==> src/rtl/arb_pkg.sv <==
// Shared types and defaults for the round-robin arbiter.
// RR_LOCK_EN (optional) adds a lock input that holds the grant across acks.
package arb_pkg;

  typedef enum logic {
    ARB_IDLE,
    ARB_GRANT
  } arb_state_t;

  localparam int ARB_N_DEFAULT = 8;

endpackage

==> src/rtl/rr_pick.sv <==
// Circular priority pick: first set req bit at or after ptr, wrapping.
// Produces both a one-hot vector and its binary index.
module rr_pick #(
  parameter  int N     = 8,
  localparam int PTR_W = $clog2(N)
) (
  input  logic [N-1:0]     req,
  input  logic [PTR_W-1:0] ptr,
  output logic [N-1:0]     pick,
  output logic [PTR_W-1:0] pick_idx
);

  logic             found;
  logic [PTR_W-1:0] idx;

  always_comb begin
    pick     = '0;
    pick_idx = '0;
    found    = 1'b0;
    idx      = '0;
    for (int i = 0; i < N; i++) begin
      // N is a power of two, so the add wraps for free
      idx = ptr + PTR_W'(i);
      if (!found && req[idx]) begin
        found     = 1'b1;
        pick[idx] = 1'b1;
        pick_idx  = idx;
      end
    end
  end

endmodule

==> src/rtl/rr_arbiter8.sv <==
// Round-robin arbiter with a registered one-hot grant, held until ack.
// RR_LOCK_EN adds a lock input: an ack with lock=1 keeps the grant and pointer.
module rr_arbiter8
  import arb_pkg::*;
#(
  parameter  int N     = ARB_N_DEFAULT,
  localparam int PTR_W = $clog2(N)
) (
  input  logic         clk,
  input  logic         rst_n,
  input  logic [N-1:0] req,
  input  logic         ack,
`ifdef RR_LOCK_EN
  input  logic         lock,
`endif
  output logic [N-1:0] grant,
  output logic         grant_valid
);

  arb_state_t       state_q;
  logic [PTR_W-1:0] ptr_q;
  logic [PTR_W-1:0] ptr_d;
  logic [PTR_W-1:0] idx_q;
  logic [N-1:0]     grant_q;
  logic             valid_q;

  logic             in_grant;
  logic             advance;
  logic [N-1:0]     pick_req;
  logic [PTR_W-1:0] pick_ptr;
  logic [N-1:0]     pick;
  logic [PTR_W-1:0] pick_idx;

`ifdef RR_LOCK_EN
  assign advance = ack & ~lock;
`else
  assign advance = ack;
`endif

  assign in_grant = (state_q == ARB_GRANT);
  assign ptr_d    = idx_q + PTR_W'(1);

  // After an ack the current winner is masked so it cannot win twice in a row
  assign pick_req = in_grant ? (req & ~grant_q) : req;
  assign pick_ptr = in_grant ? ptr_d : ptr_q;

  rr_pick #(.N(N)) u_pick (
    .req      (pick_req),
    .ptr      (pick_ptr),
    .pick     (pick),
    .pick_idx (pick_idx)
  );

  always_ff @(posedge clk or negedge rst_n) begin
    if (!rst_n) begin
      state_q <= ARB_IDLE;
      ptr_q   <= '0;
      idx_q   <= '0;
      grant_q <= '0;
      valid_q <= 1'b0;
    end else begin
      unique case (state_q)
        ARB_IDLE: begin
          if (|req) begin
            grant_q <= pick;
            idx_q   <= pick_idx;
            valid_q <= 1'b1;
            state_q <= ARB_GRANT;
          end
        end
        ARB_GRANT: begin
          if (advance) begin
            ptr_q <= ptr_d;
            if (|pick) begin
              grant_q <= pick;
              idx_q   <= pick_idx;
            end else begin
              grant_q <= '0;
              valid_q <= 1'b0;
              state_q <= ARB_IDLE;
            end
          end
        end
      endcase
    end
  end

  assign grant       = grant_q;
  assign grant_valid = valid_q;

endmodule

==> config.mk <==
export PLATFORM = sky130hd
export DESIGN_NAME = rr_arbiter8
export DESIGN_NICKNAME = d
export VERILOG_FILES = /design/src/rtl/arb_pkg.sv /design/src/rtl/rr_pick.sv /design/src/rtl/rr_arbiter8.sv
export SDC_FILE = /design/constraint.sdc
export NUM_CORES = 1
export LEC_CHECK = 0
export CAP_MARGIN = 20
export CORE_ASPECT_RATIO = 2
export CORE_MARGIN = 2
export CORE_UTILIZATION = 30
export CTS_CLUSTER_DIAMETER = 80
export DETAILED_ROUTE_END_ITERATION = 6
export SETUP_SLACK_MARGIN = 0.5
export SLEW_MARGIN = 20
export SYNTH_ARGS = -nofsm -noshare
export SYNTH_HDL_FRONTEND = slang
export SYNTH_SLANG_ARGS = --single-unit
export TNS_END_PERCENT = 10
==> constraint.sdc <==
create_clock -name clk -period 5 [get_ports clk]
set_input_delay 1.25 -clock clk [delete_from_list [all_inputs] [get_ports clk]]
set_output_delay 1.25 -clock clk [all_outputs]
set_load 0.01 [all_outputs]
==> summary.md <==
| Metric | Value |
|---|---|
| Syn_nets | 347 |
| DIE WIDTH | 68.8 microns |
| Cell Area, Placed | 0.00308 sq mm |
| Initial DRC count | 195 |
| Routed WL per cell | 24.9 microns |
| First-pass GRT wire length | 18500 microns |
| Register area share after synthesis | 0.159 |
| R2r setup slk | 0.75 ns |
| Die area | 0.00919 sq mm |
| Final setup vio count | 0 |
| Core area | 0.00823 sq mm |
| Antenna violations before repair | 0 |
| Drt pass-1 iters | 5 |
| DRT antenna net count | 0 |
| Fin Hold WS | 0.484 ns |
| Die height | 134 microns |
| Hold/Removal Path Class | reg -> reg |
| Final Core Density | 0.419 |
| Via count | 3178 |
| Clock slew at reported path FFs | 0.05 ns |
| Row cnt | 47 |
| Largest net degree at the start of global routing | 28 |
| Worst-Margin Slew | 0.943 ns |
| Synth Warn # | 0 |
| CTS max path bufs | 2 |
| CTS Buf Count | 3 |
| Total Routing Usage GR | 0.278 |
| Min-Delay Endpoint | ptr_q[2]$_DFFE_PN0P_ |
| Root buf cell | clkbuf_16 |
| Final hold vios | 0 |
| Via density | 6.55 |
| DP Wirelength | 9350 microns |
| Crit path max fanout | 6 |
| Critical Path, Cell by Cell | clkdlybuf4s50_1 -> a21boi_2 -> buf_4 -> mux2i_1 -> mux2i_1 -> buf_4 -> nor4_2 -> o22ai_2 -> buf_6 -> nor3_1 -> o211ai_1 -> o311ai_2 -> buf_4 -> nor4_4 -> a21boi_4 -> mux2_4 |
| Initial Util | 0.306 |
| Buffers plus inverters on the worst setup path | 5 |
| Main synth FF type | dfrtp_1 |
| Input/output buffers | 19 |
| CTS tree | done |
| Crit path kind | in -> reg |
| Post-synth top area share | 0.159 |
| Cell count after synthesis | 330 |
| Clock skew | 0.00185 ns |
| CP dominant cell by count | buf_4 |
| Synth cell types | 71 |
| Slowest-stage cell, CP | clkdlybuf4s50_1 |
| Vias in the first global route | 3179 |
| Fraction of layout cells with a size suffix above 1 | 0.328 |
| Type of origin of the critical path | primary input |
| Final min period | 4.44 ns |
| Slew Limit Fails | 0 |
| Ant. Diodes | 0 |
| Cell accounting for the most synthesized area | dfrtp_1 |
| Post-route cell area | 0.00345 sq mm |
| Nets | 405 |
| Synth area leaders | dfrtp_1, nand2_1, mux2i_1 |
| Hold buffer count at CTS | 0 |
| Mapped Avg Cell Area | 7.63 sq um |
| H-tree levels | 1 |
| Reg2reg path depth | 14 |
| RSZ-0062 raised after global routing | no |
| Cell Area, Synth | 0.00252 sq mm |
| CP delay by family, top | buffers and inverters |
| Sink Count | 16 |
| Clock latency on the worst-skew pair | 0.25 ns |
| FF/Latch Area | 402 sq um |
| Final GP Congestion | 1.09 |
| Capture point of the worst reg-to-reg path | idx_q[2]$_DFFE_PN0P_ |
| Post-synth EDFFs | 0 |
| Worst path max stage delay | 0.49 ns |
| Slew Limit Headroom | 0.372 |
| Global route overflow | 0 |
| Critical path required time | 5.13 ns |
| Hold_sp | ptr_q[2]$_DFFE_PN0P_ |
| Worst hold path stage count | 2 |
| Fin crit share | 0.888 |
| Run status | finished, final reports clean |
| DRC | 0 |
| Fillcell total | 830 |
| IO Pins | 20 |
| Async SR Flop Fraction | 1.00 |
| Worst reg2reg startpoint | idx_q[0]$_DFFE_PN0P_ |
| Critical Path AT | 4.57 ns |
| CP Capture Type | register |
| Yosys reg bits | 16 |
| Syn-to-layout area delta | 37.0% |
| Final WL | 12100 microns |
| Max-Cap Viols | 0 |
| Peak Freq | 225 MHz |
| Multi-input gate area | 0.00219 sq mm |
[worst max-delay path by stage]
stage | startpoint | end | slack [ns] | depth (start not counted)
after CTS | req[5] | idx_q[1]$_DFFE_PN0P_ | 0.51 | 14
after global placement | req[5] | idx_q[0]$_DFFE_PN0P_ | -0.08 | 13
after floorplan | in_grant$_DFF_PN0_ | idx_q[0]$_DFFE_PN0P_ | 0.58 | 18
after global routing | req[7] | idx_q[1]$_DFFE_PN0P_ | 0.45 | 16
after detailed placement | req[5] | idx_q[1]$_DFFE_PN0P_ | 0.05 | 13
final | req[7] | idx_q[2]$_DFFE_PN0P_ | 0.56 | 16
[cells by family after synthesis]
family	Yosys count	share of synthesized area
compound gates	110	0.319
simple gates	135	0.271
mux	31	0.149
buf+inv	28	0.0586
fa+ha+maj	6	0.0298
xor+xnor	4	0.0139
flops	16	0.159
[worst register-to-register path, cell delays in order (launching register included)]
cell	delay, ns
dfrtp_1	0.38
ha_1	0.43
mux2i_4	0.23
buf_4	0.29
ha_1	0.38
or3_1	0.43
and4_4	0.26
a211oi_4	0.30
buf_4	0.22
nand4_1	0.20
o311ai_2	0.17
a211oi_1	0.14
buf_4	0.17
a21boi_4	0.21
mux2_4	0.32
[cells in the final DEF (no fill, tap or decap), drive strengths merged, types with 4 or more instances in the layout]
| master | count |
|---|---|
| clkbuf | 4 |
| clkdlybuf4s50 | 17 |
| a21oi | 18 |
| o22ai | 11 |
| nand4 | 8 |
| inv | 8 |
| o21ai | 21 |
| ha | 6 |
| a221oi | 5 |
| nor4 | 8 |
| buf | 54 |
| or3 | 5 |
| dfrtp | 16 |
| o211ai | 5 |
| nor3 | 15 |
| nor2 | 27 |
| a31oi | 5 |
| o32ai | 6 |
| mux2 | 15 |
| a21boi | 9 |
| xnor2 | 4 |
| mux2i | 15 |
| nand3 | 16 |
| nand2 | 39 |
| o221ai | 4 |
[registers in the layout, indices dropped and copies added (netlist names)]
register / count
grant: 8
idx_q: 3
ptr_q: 3
grant_valid: 1
in_grant: 1
[cell usage after synthesis, types with 3 or more instances]
library cell / number
nand2_1: 39
nor2_1: 26
a21oi_1: 18
o21ai_0: 17
dfrtp_1: 16
nand3_1: 15
nor3_1: 15
mux2i_1: 12
o22ai_1: 10
buf_2: 8
mux2_2: 8
nand4_1: 8
a21boi_0: 7
nor4_1: 7
ha_1: 6
mux2_1: 6
o32ai_1: 6
a31oi_1: 5
inv_1: 5
o211ai_1: 5
or3_1: 5
buf_1: 4
o21ai_1: 4
xnor2_1: 4
a21o_1: 3
a221oi_1: 3
buf_6: 3
clkbuf_1: 3
nand2b_1: 3
o221ai_1: 3
o41ai_1: 3
[timing repair]
action	4_1_cts	5_1_grt
setup endpoints to repair	4	5
pin swaps	0	9
setup buffers	2	4
gates resized for setup	12	49
[per-layer routing]
metal / global-route usage / part of all wire
met1: 0.267 / 0.29
met2: 0.493 / 0.52
met3: 0.0380 / 0.061
met4: 0.224 / 0.13
met5: 0 / 0
[layout make-up]
| class | instances | area share |
|---|---|---|
| multi-input combinational | 286 | 0.635 |
| timing repair buffer | 73 | 0.178 |
| sequential | 16 | 0.116 |
| tap | 98 | 0.0355 |
| clock buffer | 4 | 0.0257 |
| inverter | 8 | 0.00943 |
[stage by stage]
stage	setup slack (ns)	setup TNS, ns	cells
global placement	-0.0766	-0.224	475
floorplan	0.581	0	330
CTS	0.515	0	481
finish	0.561	0	485
global route	0.450	0	485
detailed placement	0.0485	0	475
Power is left out: the tool's default activity adds up to more than one toggle a clock period on the data nets, which glitch-free logic cannot reach.
